**config.mk**
```make
export PLATFORM = sky130hd
export DESIGN_NAME = mem_arbiter
export DESIGN_NICKNAME = d
export VERILOG_FILES = /design/src/rtl/mem_arb_pkg.sv /design/src/rtl/arb_prio.sv /design/src/rtl/mem_arbiter.sv
export SDC_FILE = /design/constraint.sdc
export NUM_CORES = 1
export LEC_CHECK = 0
export ABC_AREA = 1
export BUFFER_PORTS_ARGS = -buffer_cell sky130_fd_sc_hd__buf_4
export CAP_MARGIN = 20
export CORE_MARGIN = 2
export CORE_UTILIZATION = 47
export DETAILED_ROUTE_END_ITERATION = 16
export PLACE_DENSITY_LB_ADDON = 0.1
export SYNTH_ARGS = -nofsm -noshare
export SYNTH_HDL_FRONTEND = slang
export SYNTH_HIERARCHICAL = 1
export SYNTH_SLANG_ARGS = --single-unit
```
**constraint.sdc**
```tcl
create_clock -name clk -period 3.3 [get_ports clk]
set_input_delay 0.33 -clock clk [delete_from_list [all_inputs] [get_ports clk]]
set_output_delay 0.33 -clock clk [all_outputs]
set_load 0.01 [all_outputs]
```
**src/rtl/mem_arb_pkg.sv**
```systemverilog
// Shared types and constants for the fetch/data memory arbiter.
// Latency: none (types and constants only).
// Backpressure: none (types and constants only).
package mem_arb_pkg;

  // Arbiter FSM states
  typedef enum logic [1:0] {
    ST_IDLE   = 2'd0,
    ST_ACCESS = 2'd1,
    ST_WAIT   = 2'd2,
    ST_RESP   = 2'd3
  } arb_state_t;

  // Which requester owns the transaction in flight
  typedef enum logic {
    OWN_I = 1'b0,
    OWN_D = 1'b1
  } owner_t;

  // Legal parameter ranges, checked at elaboration
  localparam int LAT_MIN    = 1;
  localparam int LAT_MAX    = 4;
  localparam int STREAK_MIN = 1;
  localparam int STREAK_MAX = 15;

endpackage

```
**src/rtl/arb_prio.sv**
```systemverilog
// Fetch/data pick logic with a data-streak counter that guarantees fetch progress.
// Latency: picks are combinational from the requests; streak updates on the grant edge.
// Backpressure: none; the loser simply keeps its request up until a later grant.
//
// Ports: clk, rst_n       clock, async active-low reset
//        i_req, d_req     current fetch / data requests
//        grant            high in the cycle a pick is committed (FSM idle with a request)
//        pick_d, pick_i   one-hot winner (both low when nobody requests)
module arb_prio
  import mem_arb_pkg::*;
#(
  parameter int MAX_STREAK = 3
) (
  input  logic clk,
  input  logic rst_n,
  input  logic i_req,
  input  logic d_req,
  input  logic grant,
  output logic pick_d,
  output logic pick_i
);

  if (MAX_STREAK < STREAK_MIN || MAX_STREAK > STREAK_MAX) begin : g_bad_streak
    $error("arb_prio: MAX_STREAK out of range");
  end

  localparam logic [3:0] STREAK_LIM = 4'(MAX_STREAK);

  logic [3:0] streak;
  logic       at_limit;

  assign at_limit = (streak == STREAK_LIM);

  // Data wins a tie unless fetch has already been passed over MAX_STREAK times
  assign pick_i = i_req & (~d_req | at_limit);
  assign pick_d = d_req & ~pick_i;

  // Only data grants that actually made fetch wait count toward the streak
  always_ff @(posedge clk or negedge rst_n) begin
    if (!rst_n) begin
      streak <= 4'd0;
    end else if (grant) begin
      if (pick_i) begin
        streak <= 4'd0;
      end else if (pick_d && i_req && !at_limit) begin
        streak <= streak + 4'd1;
      end
    end
  end

endmodule

```
**src/rtl/mem_arbiter.sv**
```systemverilog
// Shares one single-port synchronous memory between fetch (read-only) and data (read/write).
// Latency: request sampled in idle cycle N -> m_en at N+1 -> ack pulse at N+1+LAT -> idle at N+2+LAT.
// Backpressure: requesters hold req until their ack; requests are only sampled while idle.
//
// Ports: clk, rst_n                    clock, async active-low reset
//        i_req/i_addr -> i_ack/i_rdata fetch port (rdata valid only with i_ack)
//        d_req/d_we/d_addr/d_wdata     data port request
//        d_ack/d_rdata                 data completion (rdata valid only with d_ack on reads)
//        m_en/m_we/m_addr/m_wdata      registered memory strobe and command
//        m_rdata                       memory read data, valid LAT cycles after m_en
//        busy                          high whenever a transaction is in flight
module mem_arbiter
  import mem_arb_pkg::*;
#(
  parameter int AW         = 7,
  parameter int DW         = 32,
  parameter int LAT        = 2,
  parameter int MAX_STREAK = 3
) (
  input  logic          clk,
  input  logic          rst_n,
  input  logic          i_req,
  input  logic [AW-1:0] i_addr,
  output logic          i_ack,
  output logic [DW-1:0] i_rdata,
  input  logic          d_req,
  input  logic          d_we,
  input  logic [AW-1:0] d_addr,
  input  logic [DW-1:0] d_wdata,
  output logic          d_ack,
  output logic [DW-1:0] d_rdata,
  output logic          m_en,
  output logic          m_we,
  output logic [AW-1:0] m_addr,
  output logic [DW-1:0] m_wdata,
  input  logic [DW-1:0] m_rdata,
  output logic          busy
);

  if (LAT < LAT_MIN || LAT > LAT_MAX) begin : g_bad_lat
    $error("mem_arbiter: LAT out of range");
  end

  // WAIT lasts LAT-1 cycles; the counter is loaded with LAT-2 and exits at zero
  localparam logic [2:0] WAIT_LOAD = 3'((LAT > 1) ? (LAT - 2) : 0);

  arb_state_t state;
  owner_t     owner;
  logic [2:0] wait_cnt;
  logic       grant;
  logic       pick_d;
  logic       pick_i;

  assign grant = (state == ST_IDLE) && (i_req || d_req);

  arb_prio #(
    .MAX_STREAK(MAX_STREAK)
  ) u_prio (
    .clk   (clk),
    .rst_n (rst_n),
    .i_req (i_req),
    .d_req (d_req),
    .grant (grant),
    .pick_d(pick_d),
    .pick_i(pick_i)
  );

  // Read data is a straight pass-through, exposed only to the port being acked
  assign i_rdata = i_ack ? m_rdata : '0;
  assign d_rdata = d_ack ? m_rdata : '0;

  always_ff @(posedge clk or negedge rst_n) begin
    if (!rst_n) begin
      state    <= ST_IDLE;
      owner    <= OWN_I;
      wait_cnt <= 3'd0;
      m_en     <= 1'b0;
      m_we     <= 1'b0;
      m_addr   <= '0;
      m_wdata  <= '0;
      i_ack    <= 1'b0;
      d_ack    <= 1'b0;
      busy     <= 1'b0;
    end else begin
      // Strobes are single-cycle pulses unless re-asserted below
      m_en  <= 1'b0;
      i_ack <= 1'b0;
      d_ack <= 1'b0;
      case (state)
        ST_IDLE: begin
          if (grant) begin
            owner  <= pick_d ? OWN_D : OWN_I;
            m_en   <= 1'b1;
            m_we   <= pick_d & d_we;
            m_addr <= pick_d ? d_addr : i_addr;
            // Fetch grants leave the last write data in place
            if (pick_d) begin
              m_wdata <= d_wdata;
            end
            busy  <= 1'b1;
            state <= ST_ACCESS;
          end
        end
        ST_ACCESS: begin
          if (LAT > 1) begin
            wait_cnt <= WAIT_LOAD;
            state    <= ST_WAIT;
          end else begin
            i_ack <= (owner == OWN_I);
            d_ack <= (owner == OWN_D);
            state <= ST_RESP;
          end
        end
        ST_WAIT: begin
          if (wait_cnt == 3'd0) begin
            i_ack <= (owner == OWN_I);
            d_ack <= (owner == OWN_D);
            state <= ST_RESP;
          end else begin
            wait_cnt <= wait_cnt - 3'd1;
          end
        end
        ST_RESP: begin
          busy  <= 1'b0;
          state <= ST_IDLE;
        end
        default: begin
          busy  <= 1'b0;
          state <= ST_IDLE;
        end
      endcase
    end
  end

endmodule

```
==> qor.txt <==
Status: finished clean
Endpoints failing hold: 0
Largest net degree at the start of global routing: 55
Pre-antenna DRT Iters: 4
Initial Util: 49.13%
CP Capture Type: flip-flop
Met1 Track Usage GR: 26.42%
GRT busiest layer: met2
Maximum level of the CTS H-tree: 2
Routing usage on met3: 4.235%
FF+latch count, synth: 54
Clock transition at path regs: 100 ps
Synth Cell Area: 0.003156 sq mm
Fmax: 491.5 MHz
DRT antenna net count: 0
RSZ-0062 raised after global routing: false
Final min period: 2035 ps
Comb power frac: 52.1%
Bufs on Longest Clock Path: 2
Max_cap viols: 0
Clock Tree Root: clkbuf_8
Synth cell types: 27
Arrival time worst endpoint: 2220 ps
PortBufs: 190
Critical Path Start Type: flip-flop
Max-slew violation count: 0
Share of layout cells above drive strength 1: 36.71%
DR vias: 3,191
Worst-Skew Late Latency: 300 ps
Slew @ Worst Pin: 1018 ps
Share of power burned in registers: 36.5%
Seq/Total Area, Yosys: 42.82%
Syn nets: 514
Vias in the first global route: 2,986
R2R Setup Slk: 1270 ps
M2 GR Usage: 46.72%
Num rows: 29
Total power: 3278 uW
Fin crit share: 61.65%
Crit Path Class: flip-flop to flip-flop
Clock power frac: 11.4%
Total Nets Final: 692
WP data required: 3480 ps
1st-iter DRT viols: 225
First-pass GRT wire length: 14,280 microns
TritonCTS clock tree: yes
Pwr per Cell Area: 718.9 mW/mm^2
Hold Buf Count CTS: 0
Post-CTS setup buffer count: 0
Total track usage: 24.24%
Worst slew margin: 32.15%
Die area: 0.007386 sq mm
Skew final: 8.400 ps
DIE WIDTH: 85.94 microns
Via-to-Cell Ratio: 4.700
Final wirelength: 9138 microns
Int Pwr: 1917 uW
Wirelength per Cell: 13.46 microns
Avg Cell Area, Syn: 7.460 sq um
TNS Setup: 0 ps
Detailed-placement wirelength estimate: 7063 microns
Detailed-route DRC error count: 0
Hold Crit Class: primary input to async pin
Static leakage: 0.003015 uW
TritonCTS Buffers: 5
Final setup violation count: 0
Yosys warnings: 6
RD Place Congestion: 0.8556
VDD IR max: 0.0006245 V
ANT cells: 0
Crit Path Max Fanout: 33
Core ar.: 0.006422 sq mm
Gate Count Post-Synth: 423
# IOs: 191
Sw Share: 41.51%
# resized after CTS: 0
Area growth syn-to-layout: 44.49%
Die H: 85.94 microns
Initial antenna violation count: 0
Num Clock Sinks: 54
Sw Pwr: 1361 uW
GRT overflow: 0
## stage by stage
| step | cell area (sq um) | std cells | util [%] | setup slack, ps | hold slack, ps |
|---|---|---|---|---|---|
| 2_1_floorplan | 3156 | 423 | - | 1764 | 34.41 |
| 3_3_place_gp | 4464 | 671 | 69.51 | 1373 | 408.5 |
| 3_5_place_dp | 4464 | 671 | 69.51 | 1291 | 411.3 |
| 4_1_cts | 4559 | 679 | 70.99 | 1272 | 80.09 |
| 5_1_grt | 4559 | 679 | 70.99 | 1088 | 96.40 |
| 6_report | 4559 | 679 | 70.99 | 1265 | 43.68 |
## cells by family (layout without fill, tap and decap cells)
family | count (synthesis) | in the layout | synth area share [%]
flip-flops | 54 | 54 | 42.82
buffers and inverters | 111 | 290 | 18.24
AO/OA/AOI/OAI | 17 | 17 | 3.093
adder cells (fa/ha/maj) | 8 | 8 | 3.172
AND/OR/NAND/NOR | 233 | 233 | 32.67
## path summary, 6_finish.rpt
kind / to / cells after the start / startpoint
max reg2reg: m_wdata[13]$_DFFE_PN0P_ / 7 / u_prio/streak[0]$_DFFE_PN0P_
min in group clk: m_wdata[6]$_DFFE_PN0P_ / 3 / d_wdata[6]
min: m_addr[5]$_DFFE_PN0P_ / 1 / rst_n
max in group asynchronous: m_wdata[23]$_DFFE_PN0P_ / 1 / rst_n
min reg2reg: i_ack$_DFF_PN0_ / 1 / owner$_DFFE_PN0P_
max: m_wdata[13]$_DFFE_PN0P_ / 7 / u_prio/streak[0]$_DFFE_PN0P_
## synthesized netlist by cell type
cell type | instances | area [sq um]
buf_4 | 1 | 7.510
o21bai_1 | 1 | 7.510
nand3_1 | 9 | 45.04
nor2_1 | 7 | 26.28
nand4_1 | 32 | 200.2
dfrtp_1 | 54 | 1351
o21ai_1 | 1 | 5.000
buf_2 | 6 | 30.03
nand2_2 | 10 | 62.56
nor2_4 | 1 | 11.26
clkinv_2 | 1 | 5.000
ha_1 | 8 | 100.1
nor2_2 | 1 | 6.260
nand2_4 | 1 | 11.26
nand3_4 | 1 | 17.52
o21ai_0 | 12 | 60.06
buf_6 | 5 | 56.30
a21oi_2 | 1 | 8.760
inv_2 | 1 | 3.750
buf_12 | 3 | 60.06
inv_1 | 88 | 330.3
a21oi_1 | 1 | 5.000
a21boi_2 | 1 | 11.26
clkbuf_8 | 6 | 82.58
nand2_1 | 169 | 634.4
or2_2 | 1 | 6.260
nand3_2 | 1 | 10.01
## power by group through the flow
stage	registers, uW	logic (uW)	clock network, uW
final	1200	1710	375
after CTS	1200	1730	387
after global placement	1200	1680	0
after detailed placement	1210	1720	0
after floorplan	1230	881	0
after global routing	1240	1900	409
## cell type report
| cell class | count | area [sq um] |
|---|---|---|
| clock inverter | 2 | 12.51 |
| fill | 572 | 1863 |
| sequential | 54 | 1351 |
| tap | 77 | 96.34 |
| inverter | 90 | 339.1 |
| timing repair buffer | 192 | 1441 |
| multi-input combinational | 258 | 1236 |
| clock buffer | 6 | 82.58 |
## worst max-delay path, stage by stage, from the launching register on
cell and delay [ps]:
dfrtp_1 400, ha_1 250, nand2_2 130, a21boi_2 80, nor2_4 390, nand3_4 430, nand2_1 180, nand2_1 60
## state kept, by name, indices dropped and copies added, names as in the netlist, 2 cells and up
| register | cells |
|---|---|
| state | 2 |
| m_addr | 7 |
| wait_cnt | 3 |
| m_wdata | 32 |
| u_prio/streak | 4 |
## metal layers
layer | vias to the layer above | wire, microns | share of wire (%)
li1 | 1618 | - | -
met1 | 1465 | 3413 | 37
met2 | 96 | 5039 | 55
met3 | 12 | 511 | 5.6
met4 | 0 | 174 | 1.9
met5 | - | 0 | 0
## placed cells by master, fill, tap and decap left out, types with 2 or more instances in the layout
master / n
o21ai_0: 12
nand3_1: 9
nand4_1: 32
nand2_2: 10
ha_1: 8
clkinv_2: 2
buf_4: 192
nor2_4: 2
inv_1: 88
dfrtp_1: 54
clkbuf_8: 6
nor2_1: 6
nand2_1: 169
Note: power is estimated with default switching activity, not from simulation.
